File: config.mk
export PLATFORM = sky130hd
export DESIGN_NAME = mem_stage
export DESIGN_NICKNAME = d
export VERILOG_FILES = /design/src/rtl/core_pkg.sv /design/src/rtl/load_align.sv /design/src/rtl/mem_stage.sv
export SDC_FILE = /design/constraint.sdc
export NUM_CORES = 1
export LEC_CHECK = 0
export ABC_AREA = 1
export CAP_MARGIN = 20
export CORE_MARGIN = 2
export CORE_UTILIZATION = 66
export CTS_BUF_LIST = sky130_fd_sc_hd__clkbuf_8
export DETAILED_ROUTE_END_ITERATION = 12
export DONT_BUFFER_PORTS = 1
export PLACE_DENSITY = 0.82
export SLEW_MARGIN = 5
export SYNTH_ARGS = -nofsm -noshare
export SYNTH_HDL_FRONTEND = slang
export SYNTH_SLANG_ARGS = --single-unit
File: constraint.sdc
create_clock -name clk -period 1.6 [get_ports clk]
set_input_delay 0.4 -clock clk [delete_from_list [all_inputs] [get_ports clk]]
set_output_delay 0.4 -clock clk [all_outputs]
set_load 0.1 [all_outputs]
File: src/rtl/core_pkg.sv
// ============================================================================
// Module   : core_pkg
// Purpose  : Shared types and constants for the multi-cycle core stages.
// Revision : 1.0 - initial release
// ============================================================================
`default_nettype none

package core_pkg;

    typedef enum logic [1:0] {
        MS_BYTE = 2'd0,
        MS_HALF = 2'd1,
        MS_WORD = 2'd2
    } mem_size_t;

    typedef enum logic [1:0] {
        IDLE = 2'd0,
        REQ  = 2'd1,
        DONE = 2'd2
    } mem_fsm_t;

    localparam logic [2:0] STATE_MEM = 3'd3;

    // Encoding 3 of the size field is an alias for a word access.
    function automatic mem_size_t norm_size(input logic [1:0] size);
        case (size)
            2'd0:    norm_size = MS_BYTE;
            2'd1:    norm_size = MS_HALF;
            default: norm_size = MS_WORD;
        endcase
    endfunction

endpackage

`default_nettype wire

File: src/rtl/load_align.sv
// ============================================================================
// Module   : load_align
// Purpose  : Selects the addressed lane of a 32-bit read word and extends it.
// Revision : 1.0 - initial release
// ============================================================================
`default_nettype none

module load_align
    import core_pkg::*;
(
    input  logic [31:0] rdata,
    input  logic [1:0]  addr_lo,
    input  mem_size_t   size,
    input  logic        is_unsigned,
    output logic [31:0] data
);

    logic [7:0]  byte_sel;
    logic [15:0] half_sel;

    always_comb begin
        case (addr_lo)
            2'd0:    byte_sel = rdata[7:0];
            2'd1:    byte_sel = rdata[15:8];
            2'd2:    byte_sel = rdata[23:16];
            default: byte_sel = rdata[31:24];
        endcase
        half_sel = addr_lo[1] ? rdata[31:16] : rdata[15:0];
    end

    always_comb begin
        case (size)
            MS_BYTE: data = {{24{byte_sel[7] & ~is_unsigned}}, byte_sel};
            MS_HALF: data = {{16{half_sel[15] & ~is_unsigned}}, half_sel};
            default: data = rdata;
        endcase
    end

endmodule

`default_nettype wire

File: src/rtl/mem_stage.sv
// ============================================================================
// Module   : mem_stage
// Purpose  : Memory-access stage: one load/store per sequencer entry, lane
//            alignment and write-back hand-off. MEM_ALIGN_CHECK_EN enables
//            misaligned-access faulting.
// Revision : 1.0 - initial release
// ============================================================================
`default_nettype none

module mem_stage
    import core_pkg::*;
#(
    parameter logic [2:0] MEM_STATE = STATE_MEM
) (
    input  logic        clk,
    input  logic        rst,
    input  logic [2:0]  state,
    input  logic        mem_read_in,
    input  logic        mem_write_in,
    input  logic        reg_write_in,
    input  logic [4:0]  write_reg_in,
    input  logic        writef_in,
    input  logic [31:0] mem_addr,
    input  logic [31:0] mem_write_data,
    input  logic [31:0] reg_write_data,
    input  logic [1:0]  mem_size,
    input  logic        load_unsigned,
    output logic        dmem_req,
    output logic        dmem_we,
    output logic [31:0] dmem_addr,
    output logic [31:0] dmem_wdata,
    output logic [3:0]  dmem_be,
    input  logic        dmem_ready,
    input  logic [31:0] dmem_rdata,
    output logic        reg_write_out,
    output logic [4:0]  write_reg_out,
    output logic        writef_out,
    output logic [31:0] wb_data,
    output logic        mem_done,
    output logic        busy,
    output logic        mem_fault
);

    mem_fsm_t    fsm_q, fsm_d;
    logic        armed_q, armed_d;

    logic        rd_q, rd_d;
    logic        st_q, st_d;
    logic        rw_q, rw_d;
    logic [4:0]  wreg_q, wreg_d;
    logic        wf_q, wf_d;
    logic [29:0] word_addr_q, word_addr_d;
    logic [1:0]  off_q, off_d;
    mem_size_t   size_q, size_d;
    logic        uns_q, uns_d;
    logic [31:0] wdata_q, wdata_d;
    logic [31:0] rwdata_q, rwdata_d;

    logic [31:0] wb_data_q, wb_data_d;
    logic        rwo_q, rwo_d;
    logic [4:0]  wro_q, wro_d;
    logic        wfo_q, wfo_d;
    logic        fault_q, fault_d;

    mem_size_t   in_size;
    logic [1:0]  in_off;
    logic        in_access;
    logic        in_fault;
    logic        start;
    logic        handshake;
    logic [31:0] load_data;

    always_comb begin
        in_size   = norm_size(mem_size);
        in_access = mem_read_in | mem_write_in;
        case (in_size)
            MS_BYTE: in_off = mem_addr[1:0];
            MS_HALF: in_off = {mem_addr[1], 1'b0};
            default: in_off = 2'b00;
        endcase
`ifdef MEM_ALIGN_CHECK_EN
        in_fault = in_access &
                   (((in_size == MS_HALF) & mem_addr[0]) |
                    ((in_size == MS_WORD) & (mem_addr[1:0] != 2'b00)));
`else
        in_fault = 1'b0;
`endif
        start     = (fsm_q == IDLE) & (state == MEM_STATE) & ~armed_q;
        handshake = (fsm_q == REQ) & dmem_ready;
    end

    load_align u_load_align (
        .rdata       (dmem_rdata),
        .addr_lo     (off_q),
        .size        (size_q),
        .is_unsigned (uns_q),
        .data        (load_data)
    );

    // State register
    always_ff @(posedge clk or negedge rst) begin
        if (!rst) begin
            fsm_q <= IDLE;
        end else begin
            fsm_q <= fsm_d;
        end
    end

    // Next-state logic
    always_comb begin
        fsm_d = fsm_q;
        case (fsm_q)
            IDLE: begin
                if (start) begin
                    fsm_d = (in_access & ~in_fault) ? REQ : DONE;
                end
            end
            REQ: begin
                if (dmem_ready) begin
                    fsm_d = DONE;
                end
            end
            DONE:    fsm_d = IDLE;
            default: fsm_d = IDLE;
        endcase
    end

    // Outputs decoded from state; the bus is quiet outside REQ.
    always_comb begin
        dmem_req   = (fsm_q == REQ);
        dmem_we    = dmem_req & st_q;
        dmem_addr  = dmem_req ? {word_addr_q, 2'b00} : 32'd0;
        dmem_be    = 4'b0000;
        dmem_wdata = 32'd0;
        if (dmem_req) begin
            case (size_q)
                MS_BYTE: begin
                    dmem_be    = 4'b0001 << off_q;
                    dmem_wdata = {4{wdata_q[7:0]}};
                end
                MS_HALF: begin
                    dmem_be    = 4'b0011 << off_q;
                    dmem_wdata = {2{wdata_q[15:0]}};
                end
                default: begin
                    dmem_be    = 4'b1111;
                    dmem_wdata = wdata_q;
                end
            endcase
        end
        mem_done  = (fsm_q == DONE);
        busy      = (fsm_q != IDLE);
        mem_fault = mem_done & fault_q;
    end

    always_comb begin
        armed_d     = armed_q;
        rd_d        = rd_q;
        st_d        = st_q;
        rw_d        = rw_q;
        wreg_d      = wreg_q;
        wf_d        = wf_q;
        word_addr_d = word_addr_q;
        off_d       = off_q;
        size_d      = size_q;
        uns_d       = uns_q;
        wdata_d     = wdata_q;
        rwdata_d    = rwdata_q;
        wb_data_d   = wb_data_q;
        rwo_d       = rwo_q;
        wro_d       = wro_q;
        wfo_d       = wfo_q;
        fault_d     = fault_q;

        if (state != MEM_STATE) begin
            armed_d = 1'b0;
        end else if (start) begin
            armed_d = 1'b1;
        end

        if (start) begin
            rd_d        = mem_read_in;
            st_d        = mem_write_in & ~mem_read_in;
            rw_d        = reg_write_in;
            wreg_d      = write_reg_in;
            wf_d        = writef_in;
            word_addr_d = mem_addr[31:2];
            off_d       = in_off;
            size_d      = in_size;
            uns_d       = load_unsigned;
            wdata_d     = mem_write_data;
            rwdata_d    = reg_write_data;
            fault_d     = in_fault;
            // Paths that skip the bus publish write-back values right away.
            if (!in_access || in_fault) begin
                wb_data_d = in_fault ? 32'd0 : reg_write_data;
                rwo_d     = reg_write_in & ~in_fault;
                wro_d     = write_reg_in;
                wfo_d     = writef_in;
            end
        end else if (handshake) begin
            wb_data_d = rd_q ? load_data : rwdata_q;
            rwo_d     = rw_q & ~st_q;
            wro_d     = wreg_q;
            wfo_d     = wf_q;
        end
    end

    always_ff @(posedge clk or negedge rst) begin
        if (!rst) begin
            armed_q     <= 1'b0;
            rd_q        <= 1'b0;
            st_q        <= 1'b0;
            rw_q        <= 1'b0;
            wreg_q      <= 5'd0;
            wf_q        <= 1'b0;
            word_addr_q <= 30'd0;
            off_q       <= 2'd0;
            size_q      <= MS_BYTE;
            uns_q       <= 1'b0;
            wdata_q     <= 32'd0;
            rwdata_q    <= 32'd0;
            wb_data_q   <= 32'd0;
            rwo_q       <= 1'b0;
            wro_q       <= 5'd0;
            wfo_q       <= 1'b0;
            fault_q     <= 1'b0;
        end else begin
            armed_q     <= armed_d;
            rd_q        <= rd_d;
            st_q        <= st_d;
            rw_q        <= rw_d;
            wreg_q      <= wreg_d;
            wf_q        <= wf_d;
            word_addr_q <= word_addr_d;
            off_q       <= off_d;
            size_q      <= size_d;
            uns_q       <= uns_d;
            wdata_q     <= wdata_d;
            rwdata_q    <= rwdata_d;
            wb_data_q   <= wb_data_d;
            rwo_q       <= rwo_d;
            wro_q       <= wro_d;
            wfo_q       <= wfo_d;
            fault_q     <= fault_d;
        end
    end

    assign reg_write_out = rwo_q;
    assign write_reg_out = wro_q;
    assign writef_out    = wfo_q;
    assign wb_data       = wb_data_q;

endmodule

`default_nettype wire

==> tab_implementation.tex, run 1 <==
\begin{tabular}{lr}
\hline
Metric & Value \\
\hline
\multicolumn{2}{l}{\textbf{Clock network}} \\
Postcts setup bufs & 58 \\
Clock buffer count from CTS & 17 \\
Level count of the clock H-tree & 4 \\
Cell chosen for the clock root & clkbuf\_8 \\
Worst-case clock buffer depth & 2 \\
Total clock sinks & 150 \\
Post-cts gate resize count & 405 \\
\multicolumn{2}{l}{\textbf{Floorplanning}} \\
Number of top-level pins & 258 \\
Die Height & 113 µm \\
Effective utilization at floorplan & 68.0\% \\
Die outline width & 113 µm \\
Site row count & 39 \\
\multicolumn{2}{l}{\textbf{Placed design}} \\
Worst setup timing slack at the placement stage & -0.211 ns \\
Count of port buffers added during placement & 0 \\
Final HPWL from detailed placement & 20,900 µm \\
Routability congestion estimate from global placement & 0.957 \\
Dpl cells & 1,299 \\
\multicolumn{2}{l}{\textbf{Logic synthesis}} \\
Top area cells in the synthesized netlist & dfrtp\_1, nand2\_1, nor2\_1 \\
FF+latch count, synth & 150 \\
Yosys top cell area share & 48.1\% \\
Instance count of the mapped netlist & 1,040 \\
Total standard cell area after synthesis & 7800 µm² \\
Area leader, netlist & dfrtp\_1 \\
Count of warnings emitted by yosys & 0 \\
Average cell area after synthesis & 7.50 µm² \\
Post-synthesis cell type count & 28 \\
Fraction of the yosys area taken by sequential cells & 48.1\% \\
\multicolumn{2}{l}{\textbf{Run status}} \\
Stage at which the run stopped & 4\_1\_cts \\
Run status & stopped before the end \\
Tool error & [ERROR DPL-0038] Utilization greater than 100\%, impossible to legalize \\
\hline
\end{tabular}
[logic make-up after synthesis]
group | synth area share, %
AOI/OAI and AO/OA | 15.2
buffers and inverters | 11.2
DFF | 48.1
other | 0.0481
and+or+nand+nor | 25.5
[cell usage after synthesis]
master    instances
a31oi_1           6
buf_2            30
nor2_2            5
dfrtp_1         150
nand2_1         258
a21boi_0          7
inv_2             6
nor2_4           10
o21ai_1           1
buf_4             8
a21oi_2           1
buf_1             6
o21bai_1         32
conb_1            1
buf_6             9
o22ai_1          10
inv_1           124
o21ai_0          62
nand2_2           1
o211ai_1          1
clkinv_1          1
nor3_1            4
nand3b_1          7
nand3_2           2
a21oi_1          92
nand3_1          37
nor2_1          157
clkbuf_1         12
[per-stage QoR]
step | hold WS, ns | instance area (µm²) | setup TNS (ns) | util (%)
after floorplan | 0.104 | 8550 | -12.25 | -
after global placement | 0.106 | 10700 | -0.230 | 93.5
after detailed placement | 0.106 | 10700 | -8.36 | 93.5
==> inputs of run 2 (changes only) <==
--- a/config.mk
+++ b/config.mk
@@ -8,11 +8,10 @@
 export ABC_AREA = 1
 export CAP_MARGIN = 20
 export CORE_MARGIN = 2
-export CORE_UTILIZATION = 66
-export CTS_BUF_LIST = sky130_fd_sc_hd__clkbuf_8
+export CORE_UTILIZATION = 40
 export DETAILED_ROUTE_END_ITERATION = 12
 export DONT_BUFFER_PORTS = 1
-export PLACE_DENSITY = 0.82
+export PLACE_DENSITY_LB_ADDON = 0.15
 export SLEW_MARGIN = 5
 export SYNTH_ARGS = -nofsm -noshare
 export SYNTH_HDL_FRONTEND = slang
==> tab_implementation.tex, run 2 <==
\begin{tabular}{lr}
\hline
Metric & Value \\
\hline
\multicolumn{2}{l}{\textbf{Run status}} \\
Run status & complete, but fails checks (was stopped before the end) \\
Violations in the final reports & negative hold slack, negative setup slack \\
\multicolumn{2}{l}{\textbf{Timing}} \\
Number of hold-slack violations in the final timing report & 150 \\
Fmax & 444 MHz \\
Final worst path period need & 2.25 ns \\
Slew Viols, Final & 0 \\
Final-layout worst hold slack & -0.327 ns \\
Setup ws final & -0.653 ns \\
Ratio of final minimum period to clock period & 141\% \\
Unrepaired setup endpoints after global routing & yes \\
Worst Skew & 0.0106 ns \\
Setup Viol. Count Final & 218 \\
\multicolumn{2}{l}{\textbf{Pwr}} \\
Power, Total & 22.1 mW \\
Worst vdd rail ir drop & 0.000960 V \\
Power spent charging and discharging nets & 10.6 mW \\
Switching share of total power & 48.1\% \\
Part of the total power dissipated in sequential elements & 25.2\% \\
Pwr Density & 1500 nW/µm² \\
Clk network pwr share & 20.7\% \\
Combinational share of power & 54.0\% \\
Static leakage & 6.59 nW \\
Internal power contribution & 11.5 mW \\
\multicolumn{2}{l}{\textbf{Finish}} \\
Most common library cell in the layout ignoring fill and taps & nand2\_1 \\
Proportion of layout cells with a drive suffix above 1 & 49.5\% \\
Count of nets after finishing & 1,406 \\
Final instance area & 14,700 µm² \\
Final non-filler cell total & 1,539 \\
Layout-stage area growth over the synthesis result & 88.1\% \\
Top library cells by usage in the layout, fill and taps aside & nand2\_1, dfrtp\_1, nor2\_4 \\
\multicolumn{2}{l}{\textbf{Clock network}} \\
Clock buffer count from CTS & 17 (unchanged) \\
Level count of the clock H-tree & 4 (unchanged) \\
Total clock sinks & 150 (unchanged) \\
Cell chosen for the clock root & clkbuf\_16 (was clkbuf\_8) \\
Clock transition at the registers of the reported paths & 0.07 ns \\
Clock tree from TritonCTS & yes \\
Worst-case clock buffer depth & 2 (unchanged) \\
Clock insertion delay at the later pin of the skew report & 0.42 ns \\
\multicolumn{2}{l}{\textbf{Placed design}} \\
Count of port buffers added during placement & 0 (unchanged) \\
Dpl cells & 1,405 (was 1,299) \\
DP Area & 10,700 µm² (about the same) \\
Worst setup timing slack at the placement stage & -0.134 ns (was -0.211 ns) \\
Routability congestion estimate from global placement & 0.816 (was 0.957) \\
Final HPWL from detailed placement & 16,900 µm (was 20,900 µm) \\
\multicolumn{2}{l}{\textbf{Logic synthesis}} \\
Leading post-synthesis cells by instance count & nand2\_1, nor2\_1, dfrtp\_1 (unchanged) \\
Post-synth top flop & dfrtp\_1 (unchanged) \\
Async S/R FF share, synth & 100\% (unchanged) \\
Average cell area after synthesis & 7.50 µm² (unchanged) \\
Total standard cell area after synthesis & 7800 µm² (unchanged) \\
Post-synthesis cell type count & 28 (unchanged) \\
Area leader, netlist & dfrtp\_1 (unchanged) \\
Top area cells in the synthesized netlist & dfrtp\_1, nand2\_1, nor2\_1 (unchanged) \\
Yosys top cell area share & 48.1\% (unchanged) \\
Most common cell in the synthesized netlist & nand2\_1 (unchanged) \\
Number of flops mapped to enable cells by yosys & 0 (unchanged) \\
Fraction of the yosys area taken by sequential cells & 48.1\% (unchanged) \\
Instance count of the mapped netlist & 1,040 (unchanged) \\
Count of warnings emitted by yosys & 0 (unchanged) \\
FF+latch count, synth & 150 (unchanged) \\
\multicolumn{2}{l}{\textbf{Worst setup path}} \\
Crit-path cells & buf\_6, nor2\_4, clkinv\_4, o22ai\_1, nor2\_4, buf\_12 \\
Cell depth of the worst flop-to-flop path & 13 \\
Launching point of the worst reg2reg path & fsm\_q[0] \\
Crit path largest cell delay & 0.43 ns \\
Data required time of the critical path & 1.20 ns \\
Setup crit start & size\_q[1] \\
Worst path slowest cell & dfrtp\_1 \\
Crit end category & output port \\
Peak fanout along the critical path & 5 \\
Cell occurring most often along the worst timing path & nor2\_4 \\
Type of the worst setup path & flop to output port \\
Arrival time of the worst setup path & 1.85 ns \\
Critical Path Sink & dmem\_wdata[26] \\
Element type at the critical path start & flop \\
Worst r2r dst & wb\_data[4] \\
Worst R2R Setup Slack & -0.40 ns \\
\multicolumn{2}{l}{\textbf{Drt}} \\
Vias per Instance & 5.27 \\
Post-route antenna net violation count & 0 \\
TritonRoute pass-1 iters & 5 \\
Total wire length & 31,800 µm \\
Number of DRC violations after detailed routing & 0 \\
1st-iter DRT viols & 599 \\
Mean routed wirelength per cell & 20.7 µm \\
DR vias & 8,109 \\
\multicolumn{2}{l}{\textbf{Global route}} \\
Largest net degree at the start of global routing & 151 \\
Total global-route track usage & 28.0\% \\
Gr ovfl total & 0 \\
Number of global-route vias before repair & 7,746 \\
Number of antenna violations at the first check in global routing & 2 \\
Wire length of the first global-routing pass & 43,800 µm \\
\multicolumn{2}{l}{\textbf{Floorplanning}} \\
Effective utilization at floorplan & 40.5\% (was 68.0\%) \\
Area enclosed by the die boundary & 20,600 µm² \\
Die Height & 144 µm (was 113 µm) \\
Number of top-level pins & 258 (unchanged) \\
Die outline width & 144 µm (was 113 µm) \\
Site row count & 51 (was 39) \\
Core region area & 19,300 µm² \\
\multicolumn{2}{l}{\textbf{Hold path}} \\
Type of the worst min-delay path & primary input to asynchronous set/reset pin \\
\multicolumn{2}{l}{\textbf{Flow run}} \\
Reported max-cap violation count & 0 \\
\hline
\end{tabular}
==> run 2: cell counts after synthesis <==
No cell type changed its count.
==> run 2: stage by stage <==
step	setup TNS, ns	utilization (%)
after CTS	-72.93	69.2
after floorplan	-12.25	-
final	-69.27	76.1
after global placement	-2.37	55.6
after detailed placement	-5.04	55.6
after global routing	-81.96	76.1
==> run 2: power groups by stage <==
stage | clock, mW | combinational [mW] | sequential (mW)
after floorplan | 0 | 4.05 | 8.99
after global placement | 0 | 9.83 | 5.46
after detailed placement | 0 | 9.92 | 5.48
after CTS | 4.59 | 11.0 | 5.46
after global routing | 4.78 | 12.4 | 5.67
final | 4.58 | 11.9 | 5.57
==> run 2: layout make-up <==
cell class | instances | area (µm²)
clock buffers | 20 | 467
clock inverters | 11 | 194
repair inverters | 1 | 11.3
well taps | 265 | 332
inverters | 131 | 568
flip-flops and latches | 150 | 3760
diodes | 2 | 5.00
fillers | 1276 | 4600
multi-input cells | 696 | 5070
repair buffers | 263 | 4270
==> run 2: logic make-up (layout without fill, tap and decap cells) <==
family / count (synthesis) / count (layout) / share of synthesized area, %
simple gates: 481 / 481 / 25.5
compound gates: 212 / 212 / 15.2
buf+inv: 196 / 426 / 11.2
flops: 150 / 150 / 48.1
other cells: 1 / 5 / 0.0481
==> run 2: repair_timing <==
| item | CTS | global route |
|---|---|---|
| setup endpoints to repair | 121 | 218 |
| gates cloned | 28 | 21 |
| pin swaps | 41 | 48 |
| resized for setup | 260 | 262 |
| hold endpoints to repair | 150 | 150 |
| setup buffers | 37 | 31 |
==> run 2: layer usage <==
layer,vias up,share of wire [%],GRT usage (%)
li1,3714,-,-
met1,3987,39,35.9
met2,345,51,44.9
met3,63,7.2,7.93
met4,0,3.3,11.1
met5,-,0,0
==> run 2: how the worst min path moves through the flow <==
stage | endpoint | startpoint | depth (start not counted)
global route | wb_data[10] | rst | 0
floorplan | armed_q | rst | 0
detailed placement | wb_data[11] | rst | 0
CTS | wb_data[11] | rst | 0
global placement | wb_data[11] | rst | 0
finish | wb_data[11] | rst | 0
==> run 2: worst max-delay path, delay by kind of cell, from the launching register on <==
family | cells | cell delay (ns)
AND/OR/NAND/NOR | 2 | 0.23
AO/OA/AOI/OAI | 1 | 0.31
buffers and inverters | 3 | 0.44
flip-flops | 1 | 0.43
No activity file was read; power rests on OpenSTA's default activity.
==> inputs of run 3 (changes only) <==
--- a/config.mk
+++ b/config.mk
@@ -11,6 +11,8 @@
 export CORE_UTILIZATION = 40
 export DETAILED_ROUTE_END_ITERATION = 12
 export DONT_BUFFER_PORTS = 1
+export GPL_TIMING_DRIVEN = 1
+export HOLD_SLACK_MARGIN = 0.06
 export PLACE_DENSITY_LB_ADDON = 0.15
 export SLEW_MARGIN = 5
 export SYNTH_ARGS = -nofsm -noshare
==> results of run 3 <==
Final layout, timing and power as in run 2 (identical DEF).
==> inputs of run 4 (changes only) <==
--- a/config.mk
+++ b/config.mk
@@ -9,6 +9,7 @@
 export CAP_MARGIN = 20
 export CORE_MARGIN = 2
 export CORE_UTILIZATION = 40
+export CTS_CLUSTER_DIAMETER = 50
 export DETAILED_ROUTE_END_ITERATION = 12
 export DONT_BUFFER_PORTS = 1
 export GPL_TIMING_DRIVEN = 1
==> results of run 4 <==
Final layout, timing and power as in run 2 (identical DEF).
